**config.mk**
```make
export PLATFORM = sky130hd
export DESIGN_NAME = packet_arbiter
export DESIGN_NICKNAME = d
export VERILOG_FILES = /design/src/rtl/packet_arbiter.sv
export SDC_FILE = /design/constraint.sdc
export NUM_CORES = 1
export LEC_CHECK = 0
export BUFFER_PORTS_ARGS = -buffer_cell sky130_fd_sc_hd__buf_4
export CELL_PAD_IN_SITES_DETAIL_PLACEMENT = 0
export CELL_PAD_IN_SITES_GLOBAL_PLACEMENT = 1
export CORE_MARGIN = 8
export CORE_UTILIZATION = 21
export DETAILED_ROUTE_END_ITERATION = 10
export PLACE_DENSITY_LB_ADDON = 0.1
export SKIP_LAST_GASP = 1
export SYNTH_ARGS = -nofsm -noshare
export SYNTH_HDL_FRONTEND = slang
export SYNTH_SLANG_ARGS = --single-unit
```
**constraint.sdc**
```tcl
create_clock -name clock -period 3.6 [get_ports clock]
set_clock_uncertainty 0.1 [all_clocks]
set_input_delay 0.54 -clock clock [delete_from_list [all_inputs] [get_ports clock]]
set_output_delay 0.54 -clock clock [all_outputs]
set_load 0.005 [all_outputs]
```
**src/rtl/packet_arbiter.sv**
```systemverilog
// Round-robin, packet-atomic arbiter feeding a single FIFO write port.
// A granted source keeps the port until its last beat; overlong packets are cut and drained.
module packet_arbiter #(
    parameter int WIDTH      = 8,
    parameter int PORTS      = 2,
    parameter int MAX_LENGTH = 0
) (
    input  logic                   clock,
    input  logic                   reset,
    input  logic [PORTS-1:0]       s_valid_i,
    output logic [PORTS-1:0]       s_ready_o,
    input  logic [PORTS-1:0]       s_last_i,
    input  logic [PORTS*WIDTH-1:0] s_data_i,
    output logic                   m_valid_o,
    input  logic                   m_ready_i,
    output logic                   m_last_o,
    output logic [WIDTH-1:0]       m_data_o,
    output logic [PORTS-1:0]       grant_o,
    output logic                   trunc_o
);

    localparam int PW = $clog2(PORTS);
    localparam int CW = (MAX_LENGTH > 0) ? $clog2(MAX_LENGTH + 1) : 1;
    localparam logic [CW-1:0] TRUNC_AT = (MAX_LENGTH > 0) ? CW'(MAX_LENGTH - 1) : '0;

    typedef enum logic [1:0] {
        IDLE,
        XFER,
        DRAIN
    } state_t;

    state_t           state_q, state_d;
    logic [PORTS-1:0] grant_q, grant_d;
    logic [PW-1:0]    prio_q, prio_d;
    logic [CW-1:0]    count_q, count_d;
    logic             trunc_q, trunc_d;

    logic [WIDTH-1:0] masked_data [PORTS];
    logic [WIDTH-1:0] sel_data;
    logic             sel_valid;
    logic             sel_last;
    logic             handshake;
    logic             trunc_beat;

    // First requester strictly after the last winner, wrapping around.
    function automatic logic [PORTS-1:0] rr_pick(input logic [PORTS-1:0] req,
                                                 input logic [PW-1:0]    last);
        logic [PORTS-1:0] pick;
        logic             found;
        pick  = '0;
        found = 1'b0;
        for (int i = 1; i <= PORTS; i++) begin
            for (int j = 0; j < PORTS; j++) begin
                if (!found && req[j] && (((int'(last) + i) % PORTS) == j)) begin
                    pick[j] = 1'b1;
                    found   = 1'b1;
                end
            end
        end
        return pick;
    endfunction

    function automatic logic [PW-1:0] onehot_index(input logic [PORTS-1:0] oh);
        logic [PW-1:0] idx;
        idx = '0;
        for (int i = 0; i < PORTS; i++) begin
            if (oh[i]) begin
                idx = PW'(i);
            end
        end
        return idx;
    endfunction

    // One-hot AND-OR mux: an empty grant yields zero data for free.
    generate
        for (genvar gi = 0; gi < PORTS; gi++) begin : g_mask
            assign masked_data[gi] = s_data_i[gi*WIDTH +: WIDTH] & {WIDTH{grant_q[gi]}};
        end
    endgenerate

    always_comb begin
        sel_data = '0;
        for (int i = 0; i < PORTS; i++) begin
            sel_data = sel_data | masked_data[i];
        end
    end

    assign sel_valid = |(s_valid_i & grant_q);
    assign sel_last  = |(s_last_i & grant_q);

    always_comb begin
        state_d    = state_q;
        grant_d    = grant_q;
        prio_d     = prio_q;
        count_d    = count_q;
        trunc_d    = 1'b0;
        m_valid_o  = 1'b0;
        m_last_o   = 1'b0;
        s_ready_o  = '0;
        handshake  = 1'b0;
        trunc_beat = 1'b0;
        case (state_q)
            IDLE: begin
                if (|s_valid_i) begin
                    grant_d = rr_pick(s_valid_i, prio_q);
                    count_d = '0;
                    state_d = XFER;
                end
            end
            XFER: begin
                m_valid_o  = sel_valid;
                s_ready_o  = grant_q & {PORTS{m_ready_i}};
                handshake  = sel_valid & m_ready_i;
                trunc_beat = (MAX_LENGTH > 0) && handshake && (count_q == TRUNC_AT) && !sel_last;
                m_last_o   = sel_last | trunc_beat;
                if (handshake) begin
                    count_d = count_q + 1'b1;
                    if (sel_last) begin
                        prio_d  = onehot_index(grant_q);
                        grant_d = '0;
                        state_d = IDLE;
                    end else if (trunc_beat) begin
                        trunc_d = 1'b1;
                        state_d = DRAIN;
                    end
                end
            end
            DRAIN: begin
                // Swallow the rest of the oversize packet without forwarding it.
                s_ready_o = grant_q;
                if (sel_valid && sel_last) begin
                    prio_d  = onehot_index(grant_q);
                    grant_d = '0;
                    state_d = IDLE;
                end
            end
            default: begin
                grant_d = '0;
                state_d = IDLE;
            end
        endcase
    end

    always_ff @(posedge clock or negedge reset) begin
        if (!reset) begin
            state_q <= IDLE;
            grant_q <= '0;
            prio_q  <= PW'(PORTS - 1);
            count_q <= '0;
            trunc_q <= 1'b0;
        end else begin
            state_q <= state_d;
            grant_q <= grant_d;
            prio_q  <= prio_d;
            count_q <= count_d;
            trunc_q <= trunc_d;
        end
    end

    assign m_data_o = sel_data;
    assign grant_o  = grant_q;
    assign trunc_o  = trunc_q;

endmodule

```
==> results of run 1 <==
layer usage:
| metal | share of wire, % | vias up | track usage [%] |
|---|---|---|---|
| li1 | - | 206 | - |
| met1 | 41 | 177 | 8.774 |
| met2 | 54 | 10 | 12.66 |
| met3 | 4.9 | 0 | 2.511 |
| met4 | 0 | 0 | 4.225 |
| met5 | 0 | - | 0 |
kinds of logic after synthesis:
logic type	Yosys count
flops	4
mux	1
buf+inv	5
compound gates	15
simple gates	9
other cells	1
state kept, by name, indices dropped and copies added, names as in the netlist:
signal   cells
grant_o      2
prio_q       1
state_q      1
cells in the mapped netlist:
cell type	count
nor2_1	1
a22o_1	8
buf_4	2
nor3_1	1
inv_1	1
and2b_2	1
and4bb_4	1
a22oi_1	1
nand2_1	2
a211o_2	1
o22ai_1	1
conb_1	1
mux2_4	1
nor2b_1	1
dfstp_2	1
clkbuf_1	2
o21bai_1	1
o21ai_0	2
a22oi_2	1
and3_1	2
dfrtp_1	3
timing repair:
action | 4_1_cts | 5_1_grt
hold buffers | 1 | 0
buffers inserted | 0 | 0
endpoints found under the hold margin | 3 | 0
through the flow:
step                      util [%]  setup slack [ps]  std cells
after floorplan                  -              2034         35
after global placement       40.17              1760         83
after detailed placement     40.17              1757         83
after CTS                    42.61              1596         88
after global routing         42.61              1519         88
final                        42.61              1623         88
final cells by class:
class | count | area, um^2
inverters | 1 | 3.754
flip-flops and latches | 4 | 101.3
repair buffers | 37 | 280.3
fillers | 154 | 854.6
clock buffers | 4 | 26.28
well taps | 16 | 20.02
multi-input cells | 26 | 202.7
final timing paths:
path | startpoint | endpoint | slack, ps | depth (start not counted)
hold reg to reg | prio_q$_DFFE_PN1P_ | grant_o[0]$_DFFE_PN0P_ | 520 | 2
max in group asynchronous | reset | prio_q$_DFFE_PN1P_ | 2670 | 2
setup reg to reg | grant_o[1]$_DFFE_PN0P_ | prio_q$_DFFE_PN1P_ | 1980 | 3
setup / recovery | grant_o[1]$_DFFE_PN0P_ | m_valid_o | 1620 | 3
min in group asynchronous | reset | grant_o[1]$_DFFE_PN0P_ | 530 | 2
hold / removal | s_valid_i[1] | state_q[0]$_DFFE_PN0P_ | 480 | 3
critical path, stage by stage (launching register included):
cell and delay (ps):
dfrtp_1 530, a22oi_2 220, and2b_2 230, buf_4 130
report_power, final:
group	internal (mW)	switching, mW
Clock	0.0415	0.0178
Sequential	0.0665	0.0466
Combinational	0.152	0.0684
Total	0.261	0.133
==> flow_summary.json, run 1 <==
{
  "port_buffers": 36,
  "placed_cell_area_um2": 598.1,
  "via_per_inst": 4.466,
  "hold_class": "input pin to flop",
  "path_clk_slew_ps": 40,
  "syn_area_per_cell_um2": 9.438,
  "core_um2": 1489,
  "synth_cell_types": 21,
  "ir_drop_mv": 0.2920,
  "ios": 38,
  "num_vias": 393,
  "post_drt_wl_per_cell_um": 14.51,
  "final_cell_area_um2": 634.4,
  "wirelength_um": 1277,
  "num-nets-final": 96,
  "root_buffer": "clkbuf_4",
  "layout-area-overhead-vs-synth_pct": 92.05,
  "place_hpwl_um": 1064,
  "synth_area_leaders": "dfrtp_1 23%, a22o_1 21%, dfstp_2 8.0%, and4bb_4 4.9%, buf_4 4.5%",
  "die_x_um": 55.66,
  "synth_seq_cells": 4,
  "ant_nets": 0,
  "critical_path.max_fanout": 14,
  "initial_core_util_pct": 22.18,
  "synth_compound_area_share_pct": 37.50,
  "antenna_found_initial": 0,
  "final_cell_mix": "36 x buf_4, 8 x a22o_1, 3 x clkbuf_4, 3 x dfrtp_1",
  "grt_usage_pct": 7.809,
  "cts_tree": "built",
  "globalRoute.totalOverflow": 0,
  "period_needed_ps": 1977,
  "yosysWarnings": 0,
  "grt_start_max_net_pins": 15,
  "dieArea_um2": 3098,
  "finalSetupViolations": 0,
  "slew_viol_final": 0,
  "place_congestion": 0.7758,
  "syn-cell-area_um2": 330.3,
  "synth_cells": 35,
  "synth_fa_ha_area_share_pct": 0,
  "clock_latency_ps": 230,
  "timing_worst_setup_path_type": "flop to output pin",
  "synth_top_family_by_area": "compound AO/OA/AOI/OAI gates",
  "fp-row-count": 14,
  "die_h_um": 55.66,
  "hold_viol_final": 0,
  "power_density_nw_per_um2": 620.1,
  "synth-simple-area-share_pct": 18.18,
  "total_power_mw": 0.3933,
  "layout-drive-gt1-share_pct": 62.50,
  "finalCritPeriodShare_pct": 54.91,
  "synthXorXnorAreaFrac_pct": 0,
  "yosysTopAreaCellShare_pct": 22.73,
  "syn_nets": 58,
  "grt_setup_unrepaired": "false",
  "cts_buffers": 3,
  "p_leak_nw": 0.3323,
  "h-tree-depth": 1,
  "run_status": "completed",
  "synthMuxAreaShare_pct": 4.545,
  "drt_iter0_markers": 8,
  "critPathCaptureType": "output pin",
  "post_cts_resized": 0,
  "cts.sinks": 4,
  "yosys.area.top_type": "dfrtp_1",
  "ys_seq_area_share_pct": 30.68,
  "final_common_cell": "buf_4",
  "startpoint_type": "flop",
  "drv_cap": 0,
  "clk_path_buf_depth": 2,
  "drcViolationCount": 0,
  "whs_ps": 475.1,
  "cp.required_ps": 2960,
  "first_global_vias": 408,
  "diodes": 0,
  "fmax_mhz": 505.9,
  "cp.arrival_ps": 1340,
  "fin_tns_setup_ps": 0,
  "first_pass_iters": 3,
  "grt_pass1_wl_um": 2007
}
No activity file was read; power rests on OpenSTA's default activity.
==> run 2, diff against run 1 <==
Settings changed: ABC_AREA from default to 1, CORE_UTILIZATION 21 to 20.
Clock period 3.6 ns to 2 ns, I/O delays scaled along.
==> run 2 against run 1 <==
Net effect: synthesized cell count up 26%; global-route usage up 0.55 points; core utilization down 4.0 points; final area up 1.6%; setup slack worse by 1300 ps; flip-flop and latch count unchanged; sequential share of layout area down 0.25 points; via count up 11%; first-iteration DRC count down 25%; critical path depth unchanged; highest routed layer unchanged.
==> flow_summary.json, run 2 <==
{
  "num-nets-final": 105,
  "run_status": "completed",
  "via_per_inst": 4.459,
  "critical_path.max_fanout": 13,
  "period_needed_ps": 1635,
  "grt_pass1_wl_um": 2180,
  "yosysMostFrequentCell": "nand2_1",
  "grt_usage_pct": 8.360,
  "ys_seq_area_share_pct": 29.24,
  "cts_buffers": 3,
  "port_buffers": 36,
  "hold_class": "input pin to flop",
  "cp.required_ps": 1600,
  "ant_nets": 0,
  "clock_latency_ps": 240,
  "synth_seq_cells": 4,
  "grt_start_max_net_pins": 14,
  "drcViolationCount": 0,
  "clk_path_buf_depth": 2,
  "hold_viol_final": 0,
  "startpoint_type": "flop",
  "fin_tns_setup_ps": 0,
  "finalSetupViolations": 0,
  "globalRoute.totalOverflow": 0,
  "drt_iter0_markers": 6,
  "final_common_cell": "buf_4",
  "post_cts_resized": 0,
  "root_buffer": "clkbuf_4",
  "final_cell_mix": "36 x buf_4, 9 x nand2_1, 8 x a22o_1",
  "layout-area-overhead-vs-synth_pct": 85.92,
  "h-tree-depth": 1,
  "core_um2": 1670,
  "syn-cell-area_um2": 346.6,
  "p_leak_nw": 0.3488,
  "layout-drive-gt1-share_pct": 54.32,
  "synthTopCellsByCount": "9 x nand2_1, 8 x a22o_1, 5 x nand3_1, 4 x buf_4",
  "slew_viol_final": 0,
  "wirelength_um": 1336,
  "yosysTopAreaCellShare_pct": 21.66,
  "die_x_um": 57.63,
  "rr_endpoint": "grant_o[0]$_DFFE_PN0P_",
  "cp.arrival_ps": 1230,
  "synth_enable_flop_cells": 0,
  "num_vias": 437,
  "finalCritPeriodShare_pct": 81.74,
  "initial_core_util_pct": 20.75,
  "r2r_setup_slack_ps": 690,
  "ir_drop_mv": 0.4364,
  "hold_start": "s_valid_i[1]",
  "hold_buffers": 1,
  "holdPathStages": 3,
  "r2r_start": "grant_o[1]$_DFFE_PN0P_",
  "synth_ff_type": "dfrtp_1",
  "synth_cell_types": 18,
  "cts_tree": "built",
  "cp_cell_sequence": "nand2_1 > a21oi_1 > buf_4",
  "syn_nets": 67,
  "diodes": 0,
  "yosysWarnings": 0,
  "drv_cap": 0,
  "total_power_mw": 0.6994,
  "place_congestion": 0.7187,
  "slowest_stage": "dfrtp_1",
  "first_pass_iters": 4,
  "largest_reg_flops": 2,
  "timing_worst_setup_path_type": "flop to output pin",
  "async_flop_share_pct": 100.0,
  "critPathMaxStageDelay_ps": 590,
  "yosys.area.top_type": "dfrtp_1",
  "synth_cells": 44,
  "power_density_nw_per_um2": 1085,
  "postCtsSetupBuffers": 0,
  "antenna_found_initial": 0,
  "fillers": 181,
  "fp-row-count": 15,
  "place_hpwl_um": 1121,
  "post_drt_wl_per_cell_um": 13.63,
  "path_clk_slew_ps": 40,
  "syn_area_per_cell_um2": 7.877,
  "cts.sinks": 4,
  "critPathCaptureType": "output pin",
  "grt_setup_unrepaired": "false",
  "ios": 38,
  "fmax_mhz": 611.7,
  "reg2regPathDepth": 5,
  "dieArea_um2": 3321,
  "die_h_um": 57.63,
  "min_to": "grant_o[1]$_DFFE_PN0P_",
  "synth_area_leaders": "dfrtp_1 22%, a22o_1 20%, nand2_1 9.7%, buf_4 8.7%, dfstp_2 7.6%",
  "first_global_vias": 487
}
-- run 2: cell count changes after synthesis, moves of 2 or more --
cell | previous run | this run
inv_1 | 1 | 3
o21ai_0 | 2 | 0
buf_4 | 2 | 4
and3_1 | 2 | 0
nand3_1 | 0 | 5
nand2_1 | 2 | 9
clkbuf_1 | 2 | 0
-- run 2: final cells by class --
class / count / area, um^2 / share of cell area, %
Timing Repair Buffer: 37 / 280.3 / 43.50
Tap cell: 17 / 21.27 / 3.301
Clock buffer: 4 / 26.28 / 4.078
Multi-Input combinational cell: 32 / 200.2 / 31.07
Sequential cell: 4 / 101.3 / 15.73
Inverter: 4 / 15.01 / 2.330
-- run 2: stage by stage --
stage                     instances  util, %  setup WS, ps  hold slack (ps)  instance area [um^2]
after floorplan                  44        -         830.8           -95.59                 346.6
after global placement           93    36.40         601.3           -3.306                 608.1
after detailed placement         93    36.40         593.1           -2.462                 608.1
after CTS                        98    38.58         329.8            232.8                 644.4
after global routing             98    38.58         190.5            235.3                 644.4
final                            98    38.58         365.2            232.7                 644.4
-- run 2: power breakdown --
part	total [mW]	internal [mW]	switching [mW]
clock network	0.109	0.0749	0.0338
registers	0.191	0.115	0.0759
logic	0.399	0.246	0.153
-- run 2: layer usage --
metal | global-route usage (%) | up-vias | part of all wire [%]
li1 | - | 223 | -
met1 | 9.632 | 191 | 46
met2 | 12.54 | 23 | 46
met3 | 3.311 | 0 | 8.8
met4 | 5.357 | 0 | 0
met5 | 0 | - | 0
-- run 2: cell families after synthesis --
family	count (synthesis)	share of synthesized area [%]
AOI/OAI and AO/OA	12	28.52
buffers and inverters	8	13.00
DFF	4	29.24
other	1	1.082
and+or+nand+nor	19	28.16
-- run 2: how the worst max path moves through the flow --
stage                           start           end  slack, ps  depth (start not counted)
2_1_floorplan  grant_o[0]$_DFFE_PN0P_   m_data_o[0]        830                          2
3_3_place_gp   grant_o[1]$_DFFE_PN0P_  s_ready_o[1]        600                          3
3_5_place_dp   grant_o[1]$_DFFE_PN0P_      m_last_o        590                          3
4_1_cts        grant_o[1]$_DFFE_PN0P_      m_last_o        330                          3
5_1_grt        grant_o[1]$_DFFE_PN0P_  s_ready_o[1]        190                          3
6_report       grant_o[1]$_DFFE_PN0P_      m_last_o        370                          3
-- run 2: worst max-delay path: cells and delay by family, from the launching register on --
| family | cells | cell delay [ps] |
|---|---|---|
| and+or+nand+nor | 1 | 120 |
| DFF | 1 | 590 |
| buffers and inverters | 1 | 120 |
| AOI/OAI and AO/OA | 1 | 160 |
==> run 3, diff against run 2 <==
Settings changed: ABC_AREA 1 to 0, CORE_UTILIZATION 20 to 18.
Clock period 2 ns to 1.5 ns, I/O delays scaled along.
==> run 3 against run 2 <==
Net effect: clock-buffer cell count is the same; combinational power grew 79%; largest cell class unchanged; setup slack lost 360 ps; clock power grew 43%; hold slack lost 86 ps; largest power group unchanged; sequential power grew 15%; critical path depth is the same; first-iteration DRC count shrank 67%; core utilization grew 1.7 points; register-to-register slack lost 530 ps; highest routed layer is now met4; total power grew 56%; global-route usage is essentially flat.
==> flow_summary.json, run 3 (synthesis gave the netlist of run 1 again) <==
{
  "r2r_start": "grant_o[1]$_DFFE_PN0P_",
  "ir_drop_mv": 0.6696,
  "drv_cap": 0,
  "pre_cts_ws_ps": 117.4,
  "drcViolationCount": 0,
  "first_global_vias": 443,
  "hold_start": "s_valid_i[1]",
  "clk_path_buf_depth": 2,
  "ios": 38,
  "largest_reg_flops": 2,
  "layout-drive-gt1-share_pct": 66.23,
  "first_pass_iters": 3,
  "rr_endpoint": "prio_q$_DFFE_PN1P_",
  "fp-row-count": 15,
  "via_per_inst": 4.343,
  "place_congestion": 0.7335,
  "die_h_um": 58.84,
  "antenna_found_initial": 0,
  "fin_ws_ps": 4.507,
  "wirelength_um": 1384,
  "grt_start_max_net_pins": 12,
  "r2r_setup_slack_ps": 160,
  "place_hpwl_um": 1123,
  "post_drt_wl_per_cell_um": 13.57,
  "reg2regPathDepth": 3,
  "period_needed_ps": 1495,
  "critPathCaptureType": "output pin",
  "layout-area-overhead-vs-synth_pct": 110.6,
  "num_vias": 443,
  "power_density_nw_per_um2": 1564,
  "dp.cells": 94,
  "clock_latency_ps": 240,
  "grt_usage_pct": 8.352,
  "stdcell_count": 102,
  "hold_class": "input pin to flop",
  "num-nets-final": 101,
  "cp.arrival_ps": 1170,
  "final_cell_mix": "38 x buf_4, 8 x a22o_1, 3 x clkbuf_4, 3 x buf_6",
  "slew_viol_final": 0,
  "h-tree-depth": 1,
  "ant_nets": 0,
  "grt_setup_unrepaired": "true",
  "startpoint_type": "flop",
  "finalCritPeriodShare_pct": 99.70,
  "timing_worst_setup_path_type": "flop to output pin",
  "holdPathStages": 3,
  "initial_core_util_pct": 19.13,
  "path_clk_slew_ps": 40,
  "root_buffer": "clkbuf_4",
  "cts_buffers": 3,
  "diodes": 0,
  "drt_iter0_markers": 2,
  "core_um2": 1727,
  "cts_tree": "built",
  "cp.required_ps": 1170,
  "dieArea_um2": 3462,
  "cts.sinks": 4,
  "fillers": 193,
  "top_layer_used": "met4",
  "min_to": "state_q[0]$_DFFE_PN0P_",
  "whs_ps": 146.8,
  "die_x_um": 58.84,
  "wl_met1_um": 549,
  "finalSetupViolations": 0,
  "wl_met3_um": 124,
  "final_common_cell": "buf_4",
  "wl_met2_um": 702,
  "run_status": "completed",
  "hold_viol_final": 0,
  "globalRoute.totalOverflow": 0,
  "fmax_mhz": 668.7,
  "port_buffers": 36,
  "grt_pass1_wl_um": 2152,
  "p_leak_nw": 0.3596,
  "critical_path.max_fanout": 3
}
## run 3: changes by cell type in the layout (fill, tap and decap cells not counted), sizes merged, moves of 2 or more
cell   delta
and3      +2
a22oi     +2
nand2     -8
nand3     -6
inv       -3
buf       +5
## run 3: where the power goes
part | internal (mW) | switching [mW] | total (mW)
Combinational | 0.462 | 0.251 | 0.713
Clock | 0.101 | 0.0553 | 0.156
Sequential | 0.164 | 0.0555 | 0.219
## run 3: area by class of cell
| cell class | count | area, um^2 | share of cell area (%) |
|---|---|---|---|
| timing repair buffer | 42 | 329.1 | 47.30 |
| multi-input combinational | 26 | 202.7 | 29.14 |
| sequential | 4 | 102.6 | 14.75 |
| tap | 25 | 31.28 | 4.496 |
| clock buffer | 4 | 26.28 | 3.777 |
| inverter | 1 | 3.754 | 0.5396 |
## run 3: what timing repair did
action,CTS,global route
hold buffers,1,0
endpoints found under the hold margin,4,0
setup buffers,1,2
pin swaps,1,7
endpoints found under the setup margin,9,9
resized for setup,4,0
## run 3: worst max path at each step
stage | end | slack (ps) | startpoint
after global routing | m_valid_o | -60 | grant_o[0]$_DFFE_PN0P_
after floorplan | prio_q$_DFFE_PN1P_ | 210 | grant_o[0]$_DFFE_PN0P_
after detailed placement | prio_q$_DFFE_PN1P_ | 120 | grant_o[1]$_DFFE_PN0P_
after global placement | prio_q$_DFFE_PN1P_ | 130 | grant_o[1]$_DFFE_PN0P_
final | m_valid_o | 5 | grant_o[0]$_DFFE_PN0P_
after CTS | m_valid_o | -10 | grant_o[0]$_DFFE_PN0P_
## run 3: per-layer routing
layer / up-vias / GRT usage, %
li1: 216 / -
met1: 209 / 8.385
met2: 16 / 13.86
met3: 2 / 5.000
met4: 0 / 3.072
met5: - / 0
## run 3: critical path, stage by stage (launching register included)
cell     delay (ps)
dfrtp_1         410
a22oi_2         170
and2b_2         240
buf_6           110
## run 3: stage by stage
| stage | setup TNS [ps] | cell area (um^2) | total power [mW] | utilization [%] |
|---|---|---|---|---|
| after detailed placement | 0 | 624.3 | 0.8572 | 36.16 |
| after CTS | -9.992 | 680.7 | 1.072 | 39.42 |
| final | 0 | 695.7 | 1.088 | 40.29 |
| after floorplan | 0 | 330.3 | 0.5035 | - |
| after global routing | -243.6 | 695.7 | 1.175 | 40.29 |
| after global placement | 0 | 624.3 | 0.8663 | 36.16 |
